File: src/rtl/commit_trace_if.sv
// commit_trace_if: trace readout port of commit_trace_monitor.
//   master modport : monitor side; drives the head entry and trace_valid,
//                    and samples trace_ready.
//   slave modport  : consumer side; samples the head entry and drives
//                    trace_ready.
// Signals:
//   trace_valid        FIFO non-empty
//   trace_ready        consumer accepts the head entry
//   trace_pc           head entry pc
//   trace_instruction  head entry instruction word
//   trace_rd_index     head entry destination index (0 when no rf write)
//   trace_rd           head entry rd value (0 when trace_rd_index is 0)
//   trace_store        head entry mem_write_en
interface commit_trace_if #(
  parameter int XLEN = 32
);
  logic            trace_valid;
  logic            trace_ready;
  logic [XLEN-1:0] trace_pc;
  logic [31:0]     trace_instruction;
  logic [4:0]      trace_rd_index;
  logic [XLEN-1:0] trace_rd;
  logic            trace_store;

  modport master (
    output trace_valid,
    output trace_pc,
    output trace_instruction,
    output trace_rd_index,
    output trace_rd,
    output trace_store,
    input  trace_ready
  );

  modport slave (
    input  trace_valid,
    input  trace_pc,
    input  trace_instruction,
    input  trace_rd_index,
    input  trace_rd,
    input  trace_store,
    output trace_ready
  );
endinterface

File: src/rtl/commit_trace_monitor.sv
// commit_trace_monitor: run monitor beside a single-cycle RV32I core.
// Counts running cycles and retired instructions, detects halt (pc self-loop
// held for HALT_COUNT running cycles) and cycle-budget timeout, and buffers
// one trace entry per retired instruction in a DEPTH-entry FIFO.
// Ports:
//   clk, reset (async, active-low)
//   enable                     run qualifier (IDLE -> RUN, pause in RUN)
//   pc, pc_next, instruction   core fetch/next-pc observation
//   rd_index, rd, rf_write_en  register-file write observation
//   mem_write_en               data store observation
//   trace                      FIFO head / valid-ready readout (master)
//   state, halted, timeout     run state (0 IDLE, 1 RUN, 2 HALTED, 3 TIMEOUT)
//   cycle_count, retired_count saturating counters
//   trace_count, overflow      FIFO occupancy and sticky drop flag
module commit_trace_monitor #(
  parameter int XLEN       = 32,
  parameter int DEPTH      = 16,
  parameter int MAX_CYCLES = 1024,
  parameter int HALT_COUNT = 2
) (
  input  logic                   clk,
  input  logic                   reset,
  input  logic                   enable,
  input  logic [XLEN-1:0]        pc,
  input  logic [XLEN-1:0]        pc_next,
  input  logic [31:0]            instruction,
  input  logic [4:0]             rd_index,
  input  logic [XLEN-1:0]        rd,
  input  logic                   rf_write_en,
  input  logic                   mem_write_en,
  commit_trace_if.master         trace,
  output logic [1:0]             state,
  output logic                   halted,
  output logic                   timeout,
  output logic [31:0]            cycle_count,
  output logic [31:0]            retired_count,
  output logic [$clog2(DEPTH):0] trace_count,
  output logic                   overflow
);
  localparam int AW = $clog2(DEPTH);
  localparam int CW = AW + 1;
  localparam int SW = (HALT_COUNT < 1) ? 1 : $clog2(HALT_COUNT + 1);
  localparam logic [SW-1:0] HALT_LIM = SW'(HALT_COUNT);
  localparam logic [31:0]   MAX_LIM  = 32'(MAX_CYCLES);
  localparam logic [CW-1:0] FULL_LVL = CW'(DEPTH);

  typedef enum logic [1:0] {
    S_IDLE    = 2'd0,
    S_RUN     = 2'd1,
    S_HALTED  = 2'd2,
    S_TIMEOUT = 2'd3
  } state_t;

  typedef struct packed {
    logic [XLEN-1:0] pc;
    logic [31:0]     instr;
    logic [4:0]      rd_index;
    logic [XLEN-1:0] rd;
    logic            store;
  } entry_t;

  function automatic logic [31:0] sat_inc32(input logic [31:0] v);
    return (v == '1) ? v : v + 32'd1;
  endfunction

  state_t          state_q, state_d;
  logic [SW-1:0]   streak_q, streak_d;
  logic [31:0]     cycle_q, cycle_d;
  logic [31:0]     retired_q, retired_d;
  logic [CW-1:0]   count_q, count_d;
  logic [AW-1:0]   rd_ptr_q, rd_ptr_d;
  logic [AW-1:0]   wr_ptr_q, wr_ptr_d;
  logic            overflow_q;
  entry_t          head_q, head_d;
  entry_t          mem [DEPTH];
  entry_t          new_entry;
  logic [4:0]      masked_index;
  logic            running, retire, pop, push_ok, drop;

  // Run control: a retirement is a running cycle that does not continue an
  // existing self-loop streak, so a halting loop is recorded exactly once.
  always_comb begin
    running   = (state_q == S_RUN) && enable;
    retire    = running && (streak_q == '0);
    streak_d  = streak_q;
    cycle_d   = cycle_q;
    retired_d = retired_q;
    state_d   = state_q;
    if (running) begin
      cycle_d = sat_inc32(cycle_q);
      if (pc_next == pc) begin
        streak_d = (streak_q == '1) ? streak_q : streak_q + SW'(1);
      end else begin
        streak_d = '0;
      end
    end
    if (retire) begin
      retired_d = sat_inc32(retired_q);
    end
    case (state_q)
      S_IDLE: begin
        if (enable) state_d = S_RUN;
      end
      S_RUN: begin
        // Halt is checked first so a same-cycle halt and timeout reports halt.
        if (running) begin
          if (streak_d >= HALT_LIM)    state_d = S_HALTED;
          else if (cycle_d >= MAX_LIM) state_d = S_TIMEOUT;
        end
      end
      default: state_d = state_q;
    endcase
  end

  assign masked_index       = rf_write_en ? rd_index : 5'd0;
  assign new_entry.pc       = pc;
  assign new_entry.instr    = instruction;
  assign new_entry.rd_index = masked_index;
  assign new_entry.rd       = (masked_index == 5'd0) ? '0 : rd;
  assign new_entry.store    = mem_write_en;

  // A full FIFO still accepts a push when the head leaves in the same cycle.
  assign pop     = (count_q != '0) && trace.trace_ready;
  assign push_ok = retire && ((count_q != FULL_LVL) || pop);
  assign drop    = retire && (count_q == FULL_LVL) && !pop;

  // The head register holds the entry that will sit at rd_ptr after this
  // edge, so trace_* come straight from flops with no read latency. The new
  // entry bypasses the array when it becomes the head immediately.
  always_comb begin
    count_d  = count_q;
    rd_ptr_d = rd_ptr_q;
    wr_ptr_d = wr_ptr_q;
    if (pop)     rd_ptr_d = rd_ptr_q + AW'(1);
    if (push_ok) wr_ptr_d = wr_ptr_q + AW'(1);
    if (push_ok && !pop)      count_d = count_q + CW'(1);
    else if (pop && !push_ok) count_d = count_q - CW'(1);
    if (count_d == '0) begin
      head_d = '0;
    end else if (push_ok && (count_q == (pop ? CW'(1) : CW'(0)))) begin
      head_d = new_entry;
    end else begin
      head_d = mem[rd_ptr_d];
    end
  end

  always_ff @(posedge clk or negedge reset) begin
    if (!reset) begin
      state_q    <= S_IDLE;
      streak_q   <= '0;
      cycle_q    <= '0;
      retired_q  <= '0;
      count_q    <= '0;
      rd_ptr_q   <= '0;
      wr_ptr_q   <= '0;
      overflow_q <= 1'b0;
      head_q     <= '0;
    end else begin
      state_q    <= state_d;
      streak_q   <= streak_d;
      cycle_q    <= cycle_d;
      retired_q  <= retired_d;
      count_q    <= count_d;
      rd_ptr_q   <= rd_ptr_d;
      wr_ptr_q   <= wr_ptr_d;
      overflow_q <= overflow_q | drop;
      head_q     <= head_d;
    end
  end

  // Entry storage: contents are only observed through head_q, so no reset.
  always_ff @(posedge clk) begin
    if (push_ok) mem[wr_ptr_q] <= new_entry;
  end

  assign state                   = state_q;
  assign halted                  = (state_q == S_HALTED);
  assign timeout                 = (state_q == S_TIMEOUT);
  assign cycle_count             = cycle_q;
  assign retired_count           = retired_q;
  assign trace_count             = count_q;
  assign overflow                = overflow_q;
  assign trace.trace_valid       = (count_q != '0);
  assign trace.trace_pc          = head_q.pc;
  assign trace.trace_instruction = head_q.instr;
  assign trace.trace_rd_index    = head_q.rd_index;
  assign trace.trace_rd          = head_q.rd;
  assign trace.trace_store       = head_q.store;
endmodule

File: src/flat_wrapper.sv
// flat-port wrapper written by rule: the top's interface ports become plain ports
module commit_trace_monitor_flat 
#(
  parameter int XLEN       = 32,
  parameter int DEPTH      = 16,
  parameter int MAX_CYCLES = 1024,
  parameter int HALT_COUNT = 2
)
  (clk, reset, enable, pc, pc_next, instruction, rd_index, rd, rf_write_en, mem_write_en, state, halted, timeout, cycle_count, retired_count, trace_count, overflow, trace_trace_valid, trace_trace_pc, trace_trace_instruction, trace_trace_rd_index, trace_trace_rd, trace_trace_store, trace_trace_ready);
  commit_trace_if #(.XLEN(XLEN)) trace_i ();
  input  logic clk;
  input  logic reset;
  input  logic enable;
  input  logic [XLEN-1:0] pc;
  input  logic [XLEN-1:0] pc_next;
  input  logic [31:0] instruction;
  input  logic [4:0] rd_index;
  input  logic [XLEN-1:0] rd;
  input  logic rf_write_en;
  input  logic mem_write_en;
  output logic [1:0] state;
  output logic halted;
  output logic timeout;
  output logic [31:0] cycle_count;
  output logic [31:0] retired_count;
  output logic [$clog2(DEPTH):0] trace_count;
  output logic overflow;
  output wire logic [$bits(trace_i.trace_valid)-1:0] trace_trace_valid;
  output wire logic [$bits(trace_i.trace_pc)-1:0] trace_trace_pc;
  output wire logic [$bits(trace_i.trace_instruction)-1:0] trace_trace_instruction;
  output wire logic [$bits(trace_i.trace_rd_index)-1:0] trace_trace_rd_index;
  output wire logic [$bits(trace_i.trace_rd)-1:0] trace_trace_rd;
  output wire logic [$bits(trace_i.trace_store)-1:0] trace_trace_store;
  input wire logic [$bits(trace_i.trace_ready)-1:0] trace_trace_ready;
  assign trace_trace_valid = trace_i.trace_valid;
  assign trace_trace_pc = trace_i.trace_pc;
  assign trace_trace_instruction = trace_i.trace_instruction;
  assign trace_trace_rd_index = trace_i.trace_rd_index;
  assign trace_trace_rd = trace_i.trace_rd;
  assign trace_trace_store = trace_i.trace_store;
  assign trace_i.trace_ready = trace_trace_ready;
  commit_trace_monitor #(.XLEN(XLEN), .DEPTH(DEPTH), .MAX_CYCLES(MAX_CYCLES), .HALT_COUNT(HALT_COUNT)) u_core (.clk(clk), .reset(reset), .enable(enable), .pc(pc), .pc_next(pc_next), .instruction(instruction), .rd_index(rd_index), .rd(rd), .rf_write_en(rf_write_en), .mem_write_en(mem_write_en), .trace(trace_i), .state(state), .halted(halted), .timeout(timeout), .cycle_count(cycle_count), .retired_count(retired_count), .trace_count(trace_count), .overflow(overflow));
endmodule
File: config.mk
export PLATFORM = sky130hd
export DESIGN_NAME = commit_trace_monitor_flat
export DESIGN_NICKNAME = d
export VERILOG_FILES = /design/src/rtl/commit_trace_if.sv /design/src/rtl/commit_trace_monitor.sv /design/src/flat_wrapper.sv
export SDC_FILE = /design/constraint.sdc
export NUM_CORES = 2
export LEC_CHECK = 0
export BUFFER_PORTS_ARGS = -buffer_cell sky130_fd_sc_hd__buf_4
export CAP_MARGIN = 20
export CORE_MARGIN = 5
export CORE_UTILIZATION = 49
export CTS_CLUSTER_DIAMETER = 40
export CTS_CLUSTER_SIZE = 25
export DETAILED_ROUTE_END_ITERATION = 12
export PLACE_DENSITY = 0.78
export REMOVE_ABC_BUFFERS = 1
export SYNTH_ARGS = -nofsm -noshare
export SYNTH_HDL_FRONTEND = slang
export SYNTH_SLANG_ARGS = --single-unit
File: constraint.sdc
create_clock -name clk -period 15.6 [get_ports clk]
set_clock_uncertainty 0.1 [all_clocks]
set_input_delay 0.78 -clock clk [delete_from_list [all_inputs] [get_ports clk]]
set_output_delay 0.78 -clock clk [all_outputs]
set_load 0.005 [all_outputs]
# Word-level counts from Yosys, hierarchy flattened
# Memory sizes are Yosys's and may differ from the RTL's.
# Cells that the tools add are included.
dict set report totals {
  ff_bits 184
  latch_bits 0
  mem_bits_rw 1632
  mem_bits_ro 0
  input_bits 139
  output_inout_bits 177
  word_cells 78
  mem_count 1
}
# name words width rd rd_ports_with_merged_regs wr line_no
set mem_list {}
lappend mem_list {u_core.mem 16 102 1 0 1 commit_trace_monitor.sv:75} ;# entry_t mem [DEPTH];
dict set report op_classes {
  add_sub_neg 7
  n_mul 0
  n_div 0
  magnitude_cmp 2
  eq_ne 13
  shift 0
  muxes 20
  n_bitwise 2
  reduce_logical 20
}
# operator n
set ops {}
lappend ops {{$mux W102} 2}
lappend ops {{$mux W32} 3}
lappend ops {{$add A32 B1 Y32 const B} 2}
lappend ops {{$eq A32 B32 Y1 const B} 2}
lappend ops {{$eq A32 B32 Y1} 1}
lappend ops {{$ge A32 B11 Y1 const B} 1}
lappend ops {{$mux W5} 3}
lappend ops {{$mux W2} 7}
lappend ops {{$logic_not A5 Y1} 2}
lappend ops {{$logic_and A1 B1 Y1} 9}
lappend ops {{$add A4 B1 Y4 const B} 2}
lappend ops {{$eq A2 B2 Y1 const B} 3}
lappend ops {{$add A5 B1 Y5 const B} 1}
lappend ops {{$eq A5 B5 Y1} 1}
lappend ops {{$eq A5 B5 Y1 const B} 1}
lappend ops {{$ne A5 B5 Y1 const B} 1}
lappend ops {{$reduce_bool A5 Y1} 1}
lappend ops {{$sub A5 B1 Y5 const B} 1}
lappend ops {{$logic_not A2 Y1} 2}
lappend ops {{$mux W4} 1}
lappend ops {{$pmux W2 S2} 1}
lappend ops {{$reduce_and A4 Y1} 1}
lappend ops {{$mux W1} 3}
lappend ops {{$ne A3 B3 Y1 const B} 1}
lappend ops {{other kinds (11)} 12}

# Longest topological paths before layout
dict set report depth {
  depth_word 10
  mapped_depth 12
  mapped_depth_nobuf 10
}

# Least setup slack after synthesis
# Ideal clock, no wire load.
dict set report synth_path {
  kind {input -> register}
  from {in enable}
  to {mem u_core.mem[3][0] (netlist name), enable pin}
  setup_time_ns 0.688
  t_arrival_ns 8.727
  t_required_ns 14.812
  path_slack_ns 6.086
  stages 6
  path_buffers 1
  cell_sequence {nand3b_2 -> nor3_1 -> and2_1 -> buf_2 -> nand2_1 -> nor3_1}
}
dict set report synth_via {
  elab_chain_len 5
}
# element line_no
set synth_rtl {}
lappend synth_rtl {{start: declaration} flat_wrapper.sv:13} ;# input logic enable;
lappend synth_rtl {{$logic_and A1 B1 Y1} commit_trace_monitor.sv:83} ;# running = (state_q == S_RUN) && enable;
lappend synth_rtl {{$logic_and A1 B1 Y1} commit_trace_monitor.sv:84} ;# retire = running && (streak_q == '0);
lappend synth_rtl {{$logic_and A1 B1 Y1} commit_trace_monitor.sv:124} ;# assign push_ok = retire && ((count_q != FULL_LVL) || pop);
lappend synth_rtl {{$mux W1} commit_trace_monitor.sv:173} ;# if (push_ok) mem[wr_ptr_q] <= new_entry;
lappend synth_rtl {{$mux W1 (not written as such)} commit_trace_monitor.sv:173}
lappend synth_rtl {{end: declaration} commit_trace_monitor.sv:75}
# No other way between the ends.

==> out/metrics.yaml <==
place:
  post-place-ws_ps: 9950
  io_buffer_count: 315
  gp_congestion: 0.827
  post-dp-hpwl_um: 85300
drt:
  vias: 35600
  met3_length_um: 15800
  drt-total-wl_um: 169000
  final_antenna_net_count: 0
  drt-met1-wl_um: 66800
  firstDrtPassIters: 5
  met2WireLength_um: 81800
  top_layer: "met5"
  vias_per_cell: 6.15
  drt_first_iter_violations: 4010
  wl_per_cell_um: 29.1
  drcViolationCount: 0
synth:
  syn_area_sq_mm: 0.0702
  synth_top_area_share_pct: 69.8
  yosysUniqueCellTypes: 51
  synth_warnings: 0
  yosys.area.top_type: "edfxtp_1"
  synthCells: 3321
  ys_top_cells_by_area: "edfxtp_1 70%, mux4_2 13%, dfrtp_1 6.6%, mux2i_1 3.0%, a32o_1 1.5%"
  async_flop_share_pct: 10.1
  synthFlopType: "edfxtp_1"
  synth_seq_cells: 1816
  synth_edf_count: 1632
  syn_area_per_cell_sq_um: 21.1
  synth_seq_area_share_pct: 76.4
run:
  cap_violations: 0
worst_setup_path:
  crit_type: "flop to flop"
  critPathLaunchType: "flop"
  critPathMaxStageDelay_ps: 900
  arrival_ps: 6040
  path_common_cell: "buf_4"
  worstPathCellList: "inv_1 -> ha_1 -> or3b_1 -> o21ai_4 -> mux2_8 -> buf_4 -> buf_4 -> mux4_2 -> mux2i_1 -> nand2_1 -> a32o_1"
  worstPathRequired_ps: 16170
  critPathCaptureType: "flop"
  crit_slowest_cell: "buf_4"
  crit_path_max_fanout: 100
cts:
  clk_pin_slew_ps: 70
  cts_made_buffers: 185
  postCtsSetupRepairBufs: 0
  cts_tree: "yes"
  clk_latency_ps: 810
  cts_root_buf: "clkbuf_16"
  ctsHtreeMaxLevel: 4
  clkSinkCount: 1816
  clock_path_buffers: 3
  cts_resized: 0
pwr:
  intPower_mw: 10.7
  clockPowerShare_pct: 30.0
  p_leak_nw: 27.6
  p_per_area_mw_per_mm2: 190
  p_switching_mw: 4.82
  peakVddDrop_mv: 0.266
  combPwrFrac_pct: 32.8
  swShare_pct: 31.1
  power_frac_seq_pct: 37.2
timing:
  maxSlewViolCount: 0
  rsz0062_at_grt: "no"
  period_share_pct: 35.0
  hold_viol: 0
  worst_slew_pin_slew_ps: 1150
  setup_viol: 0
  tns_ps: 0
  fin_ws_ps: 10140
  period_needed_ps: 5460
  max_clock_freq_mhz: 183
  slew_headroom_pct: 23.5
floorplan:
  die_w_um: 388
  fp.dieH_um: 388
  initial_utilization_pct: 49.4
  core_area_sq_mm: 0.142
  rows: 138
  die_area_sq_mm: 0.151
  boundaryPins: 316
layout:
  drive_above_1_share_pct: 30.0
  nets: 3876
  syn2layout_area_growth_pct: 16.3
  fill_cells: 10100
global_route:
  grt_max_degree: 115
  grt_usage_pct: 22.2
  grt_pass1_wl_um: 246000
  antenna_found_initial: 9
  grt_pass1_vias: 36200
  overflow: 0
hold_path:
  worst_hold_path_type: "primary input to flop"
status:
  status: "finished clean"
-- sequential cells by signal, summed over array words and instances (netlist names), 5 cells and up --
name                            cells
u_core.trace.trace_instruction     32
u_core.trace.trace_rd_index         5
u_core.cycle_count                 32
u_core.retired_count               32
u_core.trace.trace_rd              32
u_core.mem                       1632
u_core.trace.trace_pc              32
u_core.trace_count                  5
-- Yosys cell counts, types with 2 or more instances --
library cell	number
and2_1	46
nand2_1	247
nand4_1	40
nor4b_1	2
dfrtp_1	184
inv_1	16
buf_1	15
mux4_2	408
and3_1	7
buf_6	2
nor3_1	19
edfxtp_1	1632
nand2b_1	6
buf_2	94
or2_2	3
a211oi_1	2
mux2_2	3
mux2i_1	207
a32o_1	103
nor2_1	36
a41oi_1	2
clkbuf_1	57
nor4_1	13
or4_1	3
xor2_1	27
xnor2_1	79
or3_1	4
and4_1	8
ha_1	9
nor4_2	2
nand3_1	16
a21oi_1	6
o21ai_0	5
-- cells by family (layout without fill, tap and decap cells) --
logic type | Yosys count | in the layout | share of synthesized area, %
flip-flops | 1816 | 1816 | 76.4
multiplexers | 618 | 618 | 16.1
AND/OR/NAND/NOR | 458 | 458 | 3.09
buffers and inverters | 184 | 751 | 1.17
AO/OA/AOI/OAI | 130 | 130 | 1.75
XOR/XNOR | 106 | 106 | 1.32
adder cells (fa/ha/maj) | 9 | 9 | 0.160
other | 0 | 7 | 0
-- layout make-up --
type / count / area (sq um) / area share, %
multi-input cells: 1321 / 15900 / 19.5
well taps: 1890 / 2360 / 2.90
repair buffers: 388 / 3020 / 3.70
clock inverters: 151 / 1800 / 2.21
flip-flops and latches: 1816 / 53600 / 65.7
clock buffers: 196 / 4770 / 5.85
inverters: 16 / 65.1 / 0.0798
diodes: 7 / 17.5 / 0.0215
-- per-layer routing --
layer,vias up,global-route usage [%]
met3,279,4.77
met1,18800,31.5
met5,-,0
met2,1949,35.4
met4,2,6.00
li1,14500,-
-- cells in the final DEF (no fill, tap or decap), drive strengths merged, types with 6 or more instances in the layout --
cell | Yosys | layout
edfxtp | 1632 | 1632
mux4 | 408 | 408
buf | 111 | 387
nand2 | 247 | 247
mux2i | 207 | 207
clkbuf | 57 | 196
dfrtp | 184 | 184
a32o | 103 | 103
inv | 16 | 83
xnor2 | 79 | 79
clkinv | 0 | 59
and2 | 46 | 46
nand4 | 40 | 40
nor2 | 36 | 36
xor2 | 27 | 27
nor3 | 19 | 19
nand3 | 16 | 16
nor4 | 15 | 15
clkinvlp | 0 | 13
bufinv | 0 | 12
ha | 9 | 9
and4 | 8 | 8
diode | 0 | 7
and3 | 7 | 7
nand2b | 6 | 6
a21oi | 6 | 6
o21ai | 6 | 6
-- worst max-delay path: cells and delay by family (launching register included) --
kind,cells,cell delay [ps]
muxes,3,1420
DFF,1,430
adders and majority gates,1,200
buffers and inverters,3,1880
AOI/OAI and AO/OA,2,580
and+or+nand+nor,2,520
-- power groups by stage --
stage / combinational (mW) / clock (mW) / sequential, mW
after floorplan: 5.03 / 0 / 5.81
after global placement: 4.99 / 0 / 5.86
after detailed placement: 5.07 / 0 / 5.86
after CTS: 5.12 / 4.72 / 5.76
after global routing: 5.46 / 4.93 / 5.77
final: 5.08 / 4.65 / 5.75
-- stage by stage --
stage                     hold slack, ps  total power [mW]  instances  util, %  instance area [sq um]
after floorplan                      368              10.8       3153        -                  69400
after global placement               375              10.8       5426     52.8                  74900
after CTS                           40.9              15.6       5776     57.4                  81500
after global routing                92.9              16.2       5780     57.5                  81600
final                                110              15.5       5785     57.5                  81600
after detailed placement             388              10.9       5428     52.8                  74900
-- what timing repair did --
action	CTS	global route
hold buffers	1	0
endpoints found under the setup margin	0	0
endpoints found under the hold margin	69	0
-- final timing paths --
| check | from | to | cells after the start | slack, ps |
|---|---|---|---|---|
| worst min-delay path | trace_trace_ready | u_core.trace_count[4] | 2 | 110 |
| max in group asynchronous | reset | u_core.cycle_count[20] | 3 | 13450 |
| worst min register to register | u_core.retired_count[10] | u_core.retired_count[10] | 1 | 400 |
| min in group asynchronous | reset | u_core.trace.trace_instruction[29] | 2 | 500 |
| worst max register to register | u_core.trace_count[0] | u_core.trace.trace_rd[6] | 11 | 10140 |
| worst max-delay path | u_core.trace_count[0] | u_core.trace.trace_rd[6] | 11 | 10140 |
Power figures use the tool's default switching activity.
